`src/rtl/svfloat_ftoi_seq_pkg.sv`:
```
// rtl/svfloat_ftoi_seq_pkg.sv - shared svfloat types for the float-to-integer converter
package svfloat_ftoi_seq_pkg;

  typedef struct packed {
    logic        sign;
    logic [7:0]  exp;
    logic [22:0] man;
  } float32;

endpackage

```
`src/rtl/svfloat_unpacker.sv`:
```
// rtl/svfloat_unpacker.sv - splits a float into class flags, true exponent and mantissa
// Subnormals come out with the minimum normal exponent and a zero hidden bit.
module svfloat_unpacker #(
  parameter int exp_width = 8,
  parameter int man_width = 23
) (
  input  logic                        sign_i,
  input  logic [exp_width-1:0]        exp_i,
  input  logic [man_width-1:0]        man_i,
  output logic                        sign_o,
  output logic signed [exp_width+1:0] e_o,
  output logic [man_width:0]          m_o,
  output logic                        nan_o,
  output logic                        inf_o,
  output logic                        zero_o
);

  localparam logic signed [exp_width+1:0] bias  = (exp_width+2)'((1 << (exp_width-1)) - 1);
  localparam logic signed [exp_width+1:0] e_min = (exp_width+2)'(2 - (1 << (exp_width-1)));

  logic exp_max;
  logic exp_zero;
  logic man_nz;

  always_comb begin
    exp_max  = &exp_i;
    exp_zero = ~|exp_i;
    man_nz   = |man_i;
    sign_o   = sign_i;
    nan_o    = exp_max & man_nz;
    inf_o    = exp_max & ~man_nz;
    zero_o   = exp_zero & ~man_nz;
    m_o      = {~exp_zero, man_i};
    e_o      = exp_zero ? e_min : ($signed({2'b00, exp_i}) - bias);
  end

endmodule

```
`src/rtl/svfloat_ftoi_seq.sv`:
```
// rtl/svfloat_ftoi_seq.sv - multi-cycle float-to-integer converter, round toward zero
// One bit of alignment shift per cycle; specials and n=0 resolve at capture.
module svfloat_ftoi_seq
  import svfloat_ftoi_seq_pkg::*;
#(
  parameter type float     = float32,
  parameter int  int_width = 32
) (
  input  logic                  clk,
  input  logic                  rst_n,
  input  logic                  in_valid,
  output logic                  in_ready,
  input  logic [$bits(float)-1:0] in_val,
  input  logic                  in_signed,
  output logic                  out_valid,
  input  logic                  out_ready,
  output logic [int_width-1:0]  out_int,
  output logic                  out_invalid,
  output logic                  out_inexact
);

  float in_f;
  assign in_f = in_val;

  localparam int man_width = $bits(in_f.man);
  localparam int exp_width = $bits(in_f.exp);
  localparam int acc_w     = (int_width > man_width + 1) ? int_width : man_width + 1;
  localparam int cnt_w     = $clog2(acc_w + 1);

  localparam logic [int_width-1:0] smax_w   = {1'b0, {(int_width-1){1'b1}}};
  localparam logic [int_width-1:0] smin_w   = {1'b1, {(int_width-1){1'b0}}};
  localparam logic [acc_w-1:0]     smag_max = {{(acc_w-int_width+1){1'b0}}, {(int_width-1){1'b1}}};
  localparam logic [acc_w-1:0]     smin_mag = smag_max + acc_w'(1);

  typedef enum logic [1:0] {IDLE, SHIFT, DONE} state_t;

  state_t               state_q;
  logic                 sign_q, signed_q, left_q, sticky_q;
  logic [acc_w-1:0]     acc_q;
  logic [cnt_w-1:0]     cnt_q;
  logic [int_width-1:0] int_q;
  logic                 invalid_q, inexact_q;

  logic                        u_sign, u_nan, u_inf, u_zero;
  logic signed [exp_width+1:0] u_e;
  logic [man_width:0]          u_m;

  svfloat_unpacker #(.exp_width(exp_width), .man_width(man_width)) u_unpack (
    .sign_i(in_f.sign), .exp_i(in_f.exp), .man_i(in_f.man),
    .sign_o(u_sign), .e_o(u_e), .m_o(u_m),
    .nan_o(u_nan), .inf_o(u_inf), .zero_o(u_zero)
  );

  int                   e_int, cap_n;
  logic                 cap_left;
  logic [acc_w-1:0]     acc_d;
  logic                 sticky_d;
  logic [acc_w-1:0]     fin_mag;
  logic                 fin_sticky, fin_sign, fin_signed;
  logic [int_width-1:0] fin_int, sat_int;
  logic                 fin_inv, fin_inx;

  always_comb begin
    e_int    = int'(u_e);
    cap_left = e_int > man_width;
    cap_n    = cap_left ? (e_int - man_width) : (man_width - e_int);
    sat_int  = in_signed ? (u_sign ? smin_w : smax_w) : (u_sign ? '0 : '1);

    acc_d    = left_q ? (acc_q << 1) : (acc_q >> 1);
    sticky_d = sticky_q | (~left_q & acc_q[0]);

    // The final step either finishes a shift or, for n=0, uses the captured mantissa directly.
    if (state_q == IDLE) begin
      fin_mag    = acc_w'(u_m);
      fin_sticky = 1'b0;
      fin_sign   = u_sign;
      fin_signed = in_signed;
    end else begin
      fin_mag    = acc_d;
      fin_sticky = sticky_d;
      fin_sign   = sign_q;
      fin_signed = signed_q;
    end

    fin_int = '0;
    fin_inv = 1'b0;
    fin_inx = fin_sticky;
    if (fin_signed) begin
      if (!fin_sign) begin
        if (fin_mag > smag_max) begin
          fin_int = smax_w; fin_inv = 1'b1; fin_inx = 1'b0;
        end else begin
          fin_int = fin_mag[int_width-1:0];
        end
      end else if (fin_mag > smin_mag) begin
        fin_int = smin_w; fin_inv = 1'b1; fin_inx = 1'b0;
      end else begin
        fin_int = -fin_mag[int_width-1:0];
      end
    end else if (fin_sign) begin
      if (fin_mag != '0) begin
        fin_inv = 1'b1; fin_inx = 1'b0;
      end else begin
        fin_inx = 1'b1;
      end
    end else begin
      fin_int = fin_mag[int_width-1:0];
    end
  end

  always_ff @(posedge clk or negedge rst_n) begin
    if (!rst_n) begin
      state_q   <= IDLE;
      sign_q    <= 1'b0;
      signed_q  <= 1'b0;
      left_q    <= 1'b0;
      sticky_q  <= 1'b0;
      acc_q     <= '0;
      cnt_q     <= '0;
      int_q     <= '0;
      invalid_q <= 1'b0;
      inexact_q <= 1'b0;
    end else begin
      case (state_q)
        IDLE: if (in_valid) begin
          sign_q   <= u_sign;
          signed_q <= in_signed;
          sticky_q <= 1'b0;
          if (u_nan) begin
            int_q <= in_signed ? smax_w : '1; invalid_q <= 1'b1; inexact_q <= 1'b0;
            state_q <= DONE;
          end else if (u_inf || e_int >= int_width) begin
            int_q <= sat_int; invalid_q <= 1'b1; inexact_q <= 1'b0;
            state_q <= DONE;
          end else if (u_zero) begin
            int_q <= '0; invalid_q <= 1'b0; inexact_q <= 1'b0;
            state_q <= DONE;
          end else if (e_int < 0) begin
            int_q <= '0; invalid_q <= 1'b0; inexact_q <= 1'b1;
            state_q <= DONE;
          end else if (cap_n == 0) begin
            int_q <= fin_int; invalid_q <= fin_inv; inexact_q <= fin_inx;
            state_q <= DONE;
          end else begin
            acc_q   <= acc_w'(u_m);
            cnt_q   <= cnt_w'(cap_n);
            left_q  <= cap_left;
            state_q <= SHIFT;
          end
        end
        SHIFT: begin
          acc_q    <= acc_d;
          sticky_q <= sticky_d;
          cnt_q    <= cnt_q - cnt_w'(1);
          if (cnt_q == cnt_w'(1)) begin
            int_q <= fin_int; invalid_q <= fin_inv; inexact_q <= fin_inx;
            state_q <= DONE;
          end
        end
        DONE: if (out_ready) state_q <= IDLE;
        default: state_q <= IDLE;
      endcase
    end
  end

  assign in_ready    = (state_q == IDLE);
  assign out_valid   = (state_q == DONE);
  assign out_int     = int_q;
  assign out_invalid = invalid_q;
  assign out_inexact = inexact_q;

endmodule

```
`config.mk`:
```
export PLATFORM = sky130hd
export DESIGN_NAME = svfloat_ftoi_seq
export DESIGN_NICKNAME = d
export VERILOG_FILES = /design/src/rtl/svfloat_ftoi_seq_pkg.sv /design/src/rtl/svfloat_unpacker.sv /design/src/rtl/svfloat_ftoi_seq.sv
export SDC_FILE = /design/constraint.sdc
export NUM_CORES = 1
export LEC_CHECK = 0
export ABC_AREA = 1
export BUFFER_PORTS_ARGS = -buffer_cell sky130_fd_sc_hd__buf_2
export CAP_MARGIN = 25
export CORE_ASPECT_RATIO = 0.5
export CORE_MARGIN = 4
export CORE_UTILIZATION = 65
export CTS_BUF_LIST = sky130_fd_sc_hd__clkbuf_4 sky130_fd_sc_hd__clkbuf_8
export DETAILED_ROUTE_END_ITERATION = 6
export PLACE_DENSITY_LB_ADDON = 0.08
export SLEW_MARGIN = 25
export SYNTH_ARGS = -nofsm -noshare
export SYNTH_HDL_FRONTEND = slang
export SYNTH_SLANG_ARGS = --single-unit
```
`constraint.sdc`:
```
create_clock -name clk -period 7.5 [get_ports clk]
set_input_delay 1.125 -clock clk [delete_from_list [all_inputs] [get_ports clk]]
set_output_delay 1.125 -clock clk [all_outputs]
set_load 0.02 [all_outputs]
```
==> flow_metrics.py, run 1 <==
metrics = {
    "run_status": {
        "status": "finished, violations left",
        "violations": "DRC",
    },
    "cells_and_area": {
        "multi_input_area_sq_um": 4790,
        "drive_gt1_frac": 0.137,
        "area_delta_synth_final_pct": 6.25,
        "ff_latch_area_sq_um": 1950,
        "layout.nets": 1335,
        "n_fill_cell": 984,
        "antenna_cells": 0,
    },
    "power_and_ir_drop": {
        "powerDensity_nw_per_um2": 404,
        "leakagePower_nw": 4.39,
        "peakVddDrop_uv": 196,
        "p_total_mw": 3.23,
    },
    "die": {
        "fp.dieW_microns": 160,
        "io_pins": 73,
        "die_h_microns": 84.1,
        "die_area_sq_um": 13500,
        "initial_core_util": 0.676,
        "core_sq_um": 11100,
        "rows": 27,
    },
    "global_routing": {
        "antenna_found_initial": 0,
        "grt_use_total": 0.341,
        "grt_pass1_wl_microns": 37900,
        "grt_max_degree": 72,
        "gr-total-overflow": 0,
        "grt_pass1_vias": 7736,
    },
    "clock_tree": {
        "post_cts_buffers": 0,
        "cts_root_buf": "clkbuf_8",
        "tritoncts": "done",
        "cts_buffers": 9,
        "cts_sinks": 78,
        "clock_path_buffers": 2,
        "clkTransAtPathRegs_ns": 0.09,
        "cts_resized": 0,
        "clk-insertion-delay-late_ns": 0.37,
        "ctsHoldBuffers": 0,
        "h-tree-depth": 3,
    },
    "hold_path": {
        "hp-class": "reg -> reg",
        "min-delay-start": "out_int[11]",
        "hold_depth": 2,
        "min_to": "out_int[11]",
    },
    "critical_path": {
        "ff2ff_setup_slack_ns": 3.44,
        "cpLargestDelayFamily": "simple AND/OR/NAND/NOR gates",
        "r2r-start": "left_q",
        "worst_setup_path_end_kind": "register",
        "worstPathCellList": "buf_2 > ha_1 > nand3_2 > nand2_1 > nand2_1 > ha_1 > nand3_1 > nand2_2 > inv_1 > nand2_1 > nand2_1 > nand2_1 > nand2_1 > clkinv_1 > nand2_1 > nor2_2 > nand2_2 > nand3_2 > nand2_2 > nand2_1 > nand2_1",
        "r2r_end": "out_int[7]",
        "worstPathArrival_ns": 4.78,
        "worst_path_max_delay_cell": "nand2_2",
        "cpPeakStageDelay_ns": 0.84,
        "reg2reg_depth": 20,
        "required_ns": 7.80,
        "cp_max_fo": 39,
        "worst-path-buf-inv": 3,
        "cp-start-kind": "input pin",
        "crit_top_cell": "nand2_1",
        "crit_type": "in -> reg",
    },
    "place": {
        "port_buffers": 72,
        "gp_congestion": 0.973,
        "dpl.hpwl_microns": 16900,
        "place_ws_ns": 2.41,
    },
    "drt": {
        "detail-route-antenna-nets": 0,
        "drt_pass1_iterations": 7,
        "drt-initial-drc-count": 1203,
        "avgViaCountPerCell": 5.85,
        "wl_per_cell_microns": 15.8,
        "num_vias": 8399,
        "drc": 1,
        "drt_wl_total_microns": 22700,
    },
    "sta": {
        "rsz0062_at_grt": "no",
        "fin_setup_tns_ns": 0,
        "fin_crit_sh": 0.597,
        "slew_headroom": 0.388,
        "worstMarginPinSlew_ns": 0.918,
        "setup_viol_count_final": 0,
        "skew_ns": 0.0163,
        "hold_slack_ns": 0.470,
        "timing.fmax_mhz": 223,
        "finalCriticalPeriod_ns": 4.48,
        "finalMaxSlewViolations": 0,
        "setup_ws_ns": 3.02,
        "hold_violations": 0,
    },
    "yosys": {
        "yosysTopAreaCellShare": 0.259,
        "synthDistinctLibCells": 42,
        "avgSynthCellArea_sq_um": 6.02,
        "synth-edff-count": 0,
        "yosysMostFrequentCell": "nand2_1",
        "ys_async_sr_fraction": 1.00,
        "netlist_top_cells_count": "487 x nand2_1, 147 x nand3_1, 105 x nor2_1",
        "yosys.area.top_type": "dfrtp_1",
        "syn_inst": 1251,
        "synth_area_leaders": "dfrtp_1 26%, nand2_1 24%, nand3_1 9.8%, nor2_1 5.2%, inv_1 4.8%",
        "ys_dominant_reg_cell": "dfrtp_1",
        "ys_seq_area_frac": 0.259,
        "ys_ff_latch": 78,
        "yosys_warnings": 0,
        "synth_fp_nets": 1301,
        "netlist_area_sq_um": 7530,
    },
    "flow_run": {
        "maxCapViolations": 0,
    },
}
[state kept, by name, summed over array words and instances (netlist names)]
signal and flops:
acc_q 32, out_inexact 1, out_invalid 1, signed_q 1, sticky_q 1, left_q 1, out_int 32, sign_q 1
state_q 2, cnt_q 6
[report_power, final]
part	total, mW	internal, mW	switching [mW]
registers	0.741	0.603	0.137
clock network	0.337	0.165	0.172
logic	2.16	0.609	1.55
total	3.23	1.38	1.86
[final cells by class]
class,instances,area share
clock buffer,10,0.0172
clock inverter,6,0.00860
inverter,111,0.0524
multi-input combinational,1004,0.599
sequential,78,0.244
tap,145,0.0227
timing repair buffer,81,0.0563
[metrics by stage]
stage | instance area, sq um | util | std cells
floorplan | 7530 | - | 1251
global placement | 7770 | 0.697 | 1418
detailed placement | 7770 | 0.697 | 1418
CTS | 7970 | 0.715 | 1434
global route | 8000 | 0.718 | 1435
finish | 8000 | 0.718 | 1435
[worst reg2reg max path, stage by stage, from the launching register on]
cell and delay [ns]:
dfrtp_1 0.33, buf_4 0.34, inv_2 0.34, nand2_1 0.18, nand2_1 0.08, nand2_1 0.08, nand2_1 0.17, inv_1 0.16
ha_1 0.29, nand3_1 0.15, nor2_2 0.26, nand2_2 0.13, nor2_4 0.21, nand3_2 0.12, nand2_2 0.10, nand2_2 0.30
o21ai_1 0.30, nand3_1 0.15, nand2_1 0.16, nand3_1 0.08, nand2_1 0.10
[worst max path at each step]
stage,from,to,cells after the start
2_1_floorplan,in_val[23],acc_q[3],21
3_3_place_gp,in_val[23],acc_q[10],21
3_5_place_dp,in_val[23],acc_q[3],21
4_1_cts,in_val[23],cnt_q[5],21
5_1_grt,in_val[23],acc_q[4],21
6_report,in_val[23],acc_q[3],21
[routing by layer]
metal | share of wire | track usage | vias to the layer above
li1 | - | - | 4084
met1 | 0.42 | 0.473 | 3798
met2 | 0.43 | 0.526 | 467
met3 | 0.12 | 0.0784 | 50
met4 | 0.025 | 0.118 | 0
met5 | 0 | 0 | -
[cell families after synthesis]
| kind of cell | count (synthesis) | share of synthesized area |
|---|---|---|
| flip-flops | 78 | 0.259 |
| AO/OA/AOI/OAI | 141 | 0.105 |
| XOR/XNOR | 19 | 0.0221 |
| buffers and inverters | 169 | 0.107 |
| multiplexers | 1 | 0.00133 |
| AND/OR/NAND/NOR | 830 | 0.484 |
| adder cells (fa/ha/maj) | 13 | 0.0216 |
[placed cells by master, fill, tap and decap left out, types with 12 or more instances in the layout]
cell,n
dfrtp_1,78
o21ai_1,23
nand3_1,147
inv_2,12
nand2_2,21
inv_1,96
a31oi_1,20
a21oi_1,24
nor2_1,104
buf_2,71
ha_1,13
nand2_1,486
o21ai_0,56
xor2_1,17
nand4_1,22
nand3_2,13
(Power assumes the default switching activity.)
==> run 2: changes to the inputs <==
--- a/config.mk
+++ b/config.mk
@@ -10,7 +10,7 @@
 export CAP_MARGIN = 25
 export CORE_ASPECT_RATIO = 0.5
 export CORE_MARGIN = 4
-export CORE_UTILIZATION = 65
+export CORE_UTILIZATION = 56
 export CTS_BUF_LIST = sky130_fd_sc_hd__clkbuf_4 sky130_fd_sc_hd__clkbuf_8
 export DETAILED_ROUTE_END_ITERATION = 6
 export PLACE_DENSITY_LB_ADDON = 0.08
==> constraint.sdc (replaced) <==
create_clock -name clk -period 3.8 [get_ports clk]
set_input_delay 0.57 -clock clk [delete_from_list [all_inputs] [get_ports clk]]
set_output_delay 0.57 -clock clk [all_outputs]
set_load 0.02 [all_outputs]
==> run 2 against run 1 <==
Against the previous run: the run now ends clean; clock power up 110%; die area up 15%; core utilization down 8.6 points; hold slack worse by 0.26 ns; highest routed layer is now met5.
==> flow_metrics.py, run 2 (synthesis results as in run 1) <==
metrics = {
    "critical_path": {
        "worst_setup_path_end_kind": "register",
        "worstPathArrival_ns": 3.76,
        "crit_type": "reg -> reg",
        "cp-start-kind": "register",
        "required_ns": 4.07,
        "cp_max_fo": 17,
    },
    "drt": {
        "drt_pass1_iterations": 6,
        "drc": 0,
        "drt-initial-drc-count": 930,
        "wl_per_cell_microns": 16.5,
        "detail-route-antenna-nets": 0,
        "drt_wl_total_microns": 24400,
        "num_vias": 8400,
        "avgViaCountPerCell": 5.68,
    },
    "clock_tree": {
        "cts_sinks": 78,
        "post_cts_buffers": 0,
        "clock_path_buffers": 2,
        "cts_resized": 0,
        "cts_buffers": 9,
        "h-tree-depth": 3,
        "cts_root_buf": "clkbuf_8",
        "ctsHoldBuffers": 0,
        "clk-insertion-delay-late_ns": 0.39,
        "tritoncts": "done",
        "clkTransAtPathRegs_ns": 0.11,
    },
    "cells_and_area": {
        "antenna_cells": 0,
        "layout.nets": 1355,
        "ff_latch_area_sq_um": 1950,
        "drive_gt1_frac": 0.150,
        "n_fill_cell": 1331,
        "area_delta_synth_final_pct": 8.32,
        "multi_input_area_sq_um": 4790,
        "layout_common_cells": "487 x nand2_1, 147 x nand3_1, 104 x nor2_1",
        "final_common_cell": "nand2_1",
        "final_cell_area_sq_um": 8160,
        "postLayoutCoreUtil": 0.632,
        "fin_cells": 1480,
    },
    "die": {
        "io_pins": 73,
        "rows": 29,
        "die_h_microns": 90.0,
        "fp.dieW_microns": 172,
        "die_area_sq_um": 15500,
        "initial_core_util": 0.583,
        "core_sq_um": 12900,
    },
    "sta": {
        "rsz0062_at_grt": "no",
        "worstMarginPinSlew_ns": 0.742,
        "setup_ws_ns": 0.307,
        "slew_headroom": 0.505,
        "finalMaxSlewViolations": 0,
        "timing.fmax_mhz": 286,
        "hold_slack_ns": 0.214,
        "finalCriticalPeriod_ns": 3.49,
        "setup_viol_count_final": 0,
        "fin_setup_tns_ns": 0,
        "skew_ns": 0.0187,
        "hold_violations": 0,
        "fin_crit_sh": 0.919,
    },
    "power_and_ir_drop": {
        "p_total_mw": 6.62,
        "peakVddDrop_uv": 383,
        "powerDensity_nw_per_um2": 812,
        "leakagePower_nw": 4.48,
    },
    "global_routing": {
        "grt_max_degree": 62,
        "grt_pass1_vias": 7568,
        "grt_use_total": 0.315,
        "gr-total-overflow": 0,
        "grt_pass1_wl_microns": 39800,
        "antenna_found_initial": 1,
    },
    "flow_run": {
        "maxCapViolations": 0,
    },
    "hold_path": {
        "hp-class": "in -> async",
    },
    "place": {
        "dpl.hpwl_microns": 18500,
        "port_buffers": 72,
        "dp.cells": 1464,
        "placement.cell_area_sq_um": 7960,
        "gp_congestion": 1.03,
        "place_ws_ns": 0.404,
    },
    "run_status": {
        "status": "finished clean",
    },
}
-- run 2: changes by cell type in the layout (fill, tap and decap cells not counted) --
cell / before / now
buf_16: 1 / 0
buf_4: 9 / 30
clkbuf_8: 10 / 9
clkinv_4: 2 / 0
inv_6: 1 / 3
inv_8: 0 / 1
nand2_1: 486 / 487
nand2_2: 21 / 20
-- run 2: critical path, stage by stage, from the launching register on --
cell	delay [ns]
dfrtp_1	0.49
nor2_4	0.48
buf_4	0.31
nand2_1	0.11
nand2_1	0.29
nand3_1	0.12
nor2_1	0.13
nand2_1	0.10
nor2_1	0.12
nand2_1	0.10
nand3_1	0.35
o21ai_0	0.18
o21ai_0	0.37
nand2_1	0.09
nand3_1	0.10
nand2_1	0.05
-- run 2: layout make-up --
| class | instances | share of cell area |
|---|---|---|
| multi-input combinational | 1004 | 0.587 |
| sequential | 78 | 0.239 |
| timing repair buffer | 101 | 0.0712 |
| tap | 170 | 0.0261 |
| inverter | 111 | 0.0514 |
| clock buffer | 9 | 0.0152 |
| clock inverter | 7 | 0.00981 |
-- run 2: power by group --
part	switching (mW)	internal, mW
logic	3.13	1.30
registers	0.286	1.19
clock network	0.394	0.315
-- run 2: metal layers --
layer	track usage	share of wire	up-vias
met5	0	0.0014	-
met4	0.0674	0.017	2
met3	0.0508	0.096	41
met2	0.463	0.42	415
met1	0.483	0.46	3809
li1	-	-	4133
-- run 2: final timing paths --
kind / startpoint / to / slack (ns) / cells past startpoint
worst max-delay path: state_q[1] / out_int[1] / 0.31 / 15
worst min-delay path: rst_n / out_int[17] / 0.21 / 1
worst max register to register: state_q[1] / out_int[1] / 0.31 / 15
worst min register to register: out_int[16] / out_int[16] / 0.47 / 2
max in group asynchronous: rst_n / cnt_q[4] / 2.81 / 2
min in group clk: out_ready / state_q[1] / 0.41 / 2
==> run 3: changes to the inputs <==
--- a/config.mk
+++ b/config.mk
@@ -13,7 +13,7 @@
 export CORE_UTILIZATION = 56
 export CTS_BUF_LIST = sky130_fd_sc_hd__clkbuf_4 sky130_fd_sc_hd__clkbuf_8
 export DETAILED_ROUTE_END_ITERATION = 6
-export PLACE_DENSITY_LB_ADDON = 0.08
+export PLACE_DENSITY_LB_ADDON = 0.3
 export SLEW_MARGIN = 25
 export SYNTH_ARGS = -nofsm -noshare
 export SYNTH_HDL_FRONTEND = slang
==> run 3 against run 2 <==
Against the previous run: sequential share of layout area about the same; via count increased by 0.99%; critical path type unchanged; clock skew is 0.00089 ns lower; highest routed layer is now met4; clock power grew 6.8%; combinational power is essentially flat.
==> flow_metrics.py, run 3 (synthesis results as in run 1) <==
metrics = {
    "clock_tree": {
        "tritoncts": "done",
        "cts_sinks": 78,
        "post_cts_buffers": 0,
        "cts_resized": 0,
        "cts_root_buf": "clkbuf_8",
        "clkTransAtPathRegs_ns": 0.11,
        "clock_path_buffers": 2,
        "clk-insertion-delay-late_ns": 0.38,
        "cts_buffers": 9,
        "ctsHoldBuffers": 0,
        "h-tree-depth": 3,
    },
    "critical_path": {
        "cp-startpoint": "left_q",
        "worst_path_max_delay_cell": "a21boi_0",
        "cp-start-kind": "register",
        "worstPathArrival_ns": 3.68,
        "crit_type": "reg -> reg",
        "worst_setup_path_end_kind": "register",
        "worstPathCellList": "inv_2 > buf_4 > o21ai_0 > buf_4 > a21boi_0 > nand3_1 > nor2_1 > nand3_1 > nand2_1 > nand3_1 > o21ai_1 > nand2_1 > nand2_1 > nand3_1 > nand2_1",
        "cp_max_fo": 17,
        "required_ns": 4.11,
        "r2r-start": "left_q",
        "cpPeakStageDelay_ns": 0.78,
        "ff2ff_setup_slack_ns": 0.42,
    },
    "power_and_ir_drop": {
        "pwr-share-clk": 0.114,
        "p_seq_frac": 0.221,
        "netSwitchingFraction": 0.570,
        "combPwrFrac": 0.665,
        "peakVddDrop_uv": 330,
        "net-switching-power_mw": 3.78,
        "powerDensity_nw_per_um2": 814,
        "leakagePower_nw": 4.46,
        "p_total_mw": 6.63,
        "internal_power_mw": 2.85,
    },
    "global_routing": {
        "met1_usage": 0.443,
        "grt_busiest_layer": "met2",
        "gr-usage-met2": 0.445,
        "grt_pass1_vias": 7520,
        "grt_pass1_wl_microns": 38000,
        "antenna_found_initial": 0,
        "grt_use_total": 0.298,
        "met3_usage": 0.0613,
        "gr-total-overflow": 0,
        "grt_max_degree": 79,
    },
    "cells_and_area": {
        "layout.nets": 1349,
        "antenna_cells": 0,
        "drive_gt1_frac": 0.146,
        "final_common_cell": "nand2_1",
        "layout_common_cells": "487 x nand2_1, 147 x nand3_1, 104 x nor2_1",
        "area_delta_synth_final_pct": 8.11,
    },
    "sta": {
        "skew_ns": 0.0178,
        "worstMarginPinSlew_ns": 1.02,
        "fin_setup_tns_ns": 0,
        "setup_viol_count_final": 0,
        "rsz0062_at_grt": "no",
        "slew_headroom": 0.312,
        "fin_crit_sh": 0.888,
        "timing.fmax_mhz": 296,
        "hold_violations": 0,
        "finalCriticalPeriod_ns": 3.38,
        "finalMaxSlewViolations": 0,
    },
    "die": {
        "die_area_sq_um": 15500,
        "die_h_microns": 90.0,
        "core_sq_um": 12900,
        "io_pins": 73,
        "rows": 29,
        "initial_core_util": 0.583,
        "fp.dieW_microns": 172,
    },
    "drt": {
        "drc": 0,
        "avgViaCountPerCell": 5.76,
        "drt_pass1_iterations": 5,
        "drt-initial-drc-count": 1008,
        "detail-route-antenna-nets": 0,
        "wl_per_cell_microns": 15.8,
        "drt_wl_total_microns": 23300,
        "num_vias": 8483,
    },
    "place": {
        "dpl.hpwl_microns": 17400,
        "gp_congestion": 1.05,
        "port_buffers": 72,
    },
    "flow_run": {
        "maxCapViolations": 0,
    },
    "run_status": {
        "status": "finished clean",
    },
    "hold_path": {
        "hp-class": "in -> async",
    },
}
run 3: cell count changes in the layout (fill, tap and decap cells not counted):
cell / before / now
buf_4: 30 / 23
buf_6: 0 / 1
bufinv_16: 1 / 2
clkinv_4: 0 / 1
clkinvlp_4: 1 / 0
inv_6: 3 / 1
inv_8: 1 / 2
run 3: layout make-up:
type / instances / area, sq um
Clock buffer: 9 / 124
Clock inverter: 7 / 105
Fill cell: 1232 / 4770
Inverter: 111 / 419
Multi-Input combinational cell: 1004 / 4790
Sequential cell: 78 / 1950
Tap cell: 170 / 213
Timing Repair Buffer: 95 / 539
run 3: worst paths after layout:
kind | end | cells after the start
setup / recovery | out_int[29] | 15
hold / removal | acc_q[10] | 1
setup reg to reg | out_int[29] | 15
hold reg to reg | out_int[4] | 2
max in group asynchronous | out_int[16] | 1
min in group clk | state_q[1] | 2
run 3: per-stage QoR:
stage          setup WS, ns   util  area, sq um  std cells  hold WS (ns)
2_1_floorplan          1.13      -         7530       1251         0.274
3_3_place_gp          0.498  0.612         7910       1458         0.448
6_report              0.424  0.630         8140       1474         0.188
5_1_grt               0.286  0.630         8140       1474         0.276
4_1_cts               0.621  0.630         8140       1474         0.390
3_5_place_dp          0.458  0.612         7910       1458         0.453
run 3: worst max-delay path: cells and delay by family (launching register included):
kind	cells	cell delay, ns
compound gates	3	1.10
flops	1	0.43
buf+inv	3	0.70
simple gates	9	1.08
run 3: layer usage:
| layer | up-vias | wire length [microns] |
|---|---|---|
| met2 | 475 | 9940 |
| met4 | 0 | 408 |
| met5 | - | 0 |
| met3 | 50 | 2560 |
| li1 | 4119 | - |
| met1 | 3839 | 10400 |
run 3: power by group through the flow:
stage	Combinational (mW)	Sequential [mW]	Clock [mW]
5_1_grt	4.84	1.51	0.798
6_report	4.41	1.46	0.757
3_3_place_gp	4.20	1.45	0
2_1_floorplan	3.07	1.60	0
3_5_place_dp	4.25	1.48	0
4_1_cts	4.27	1.46	0.765
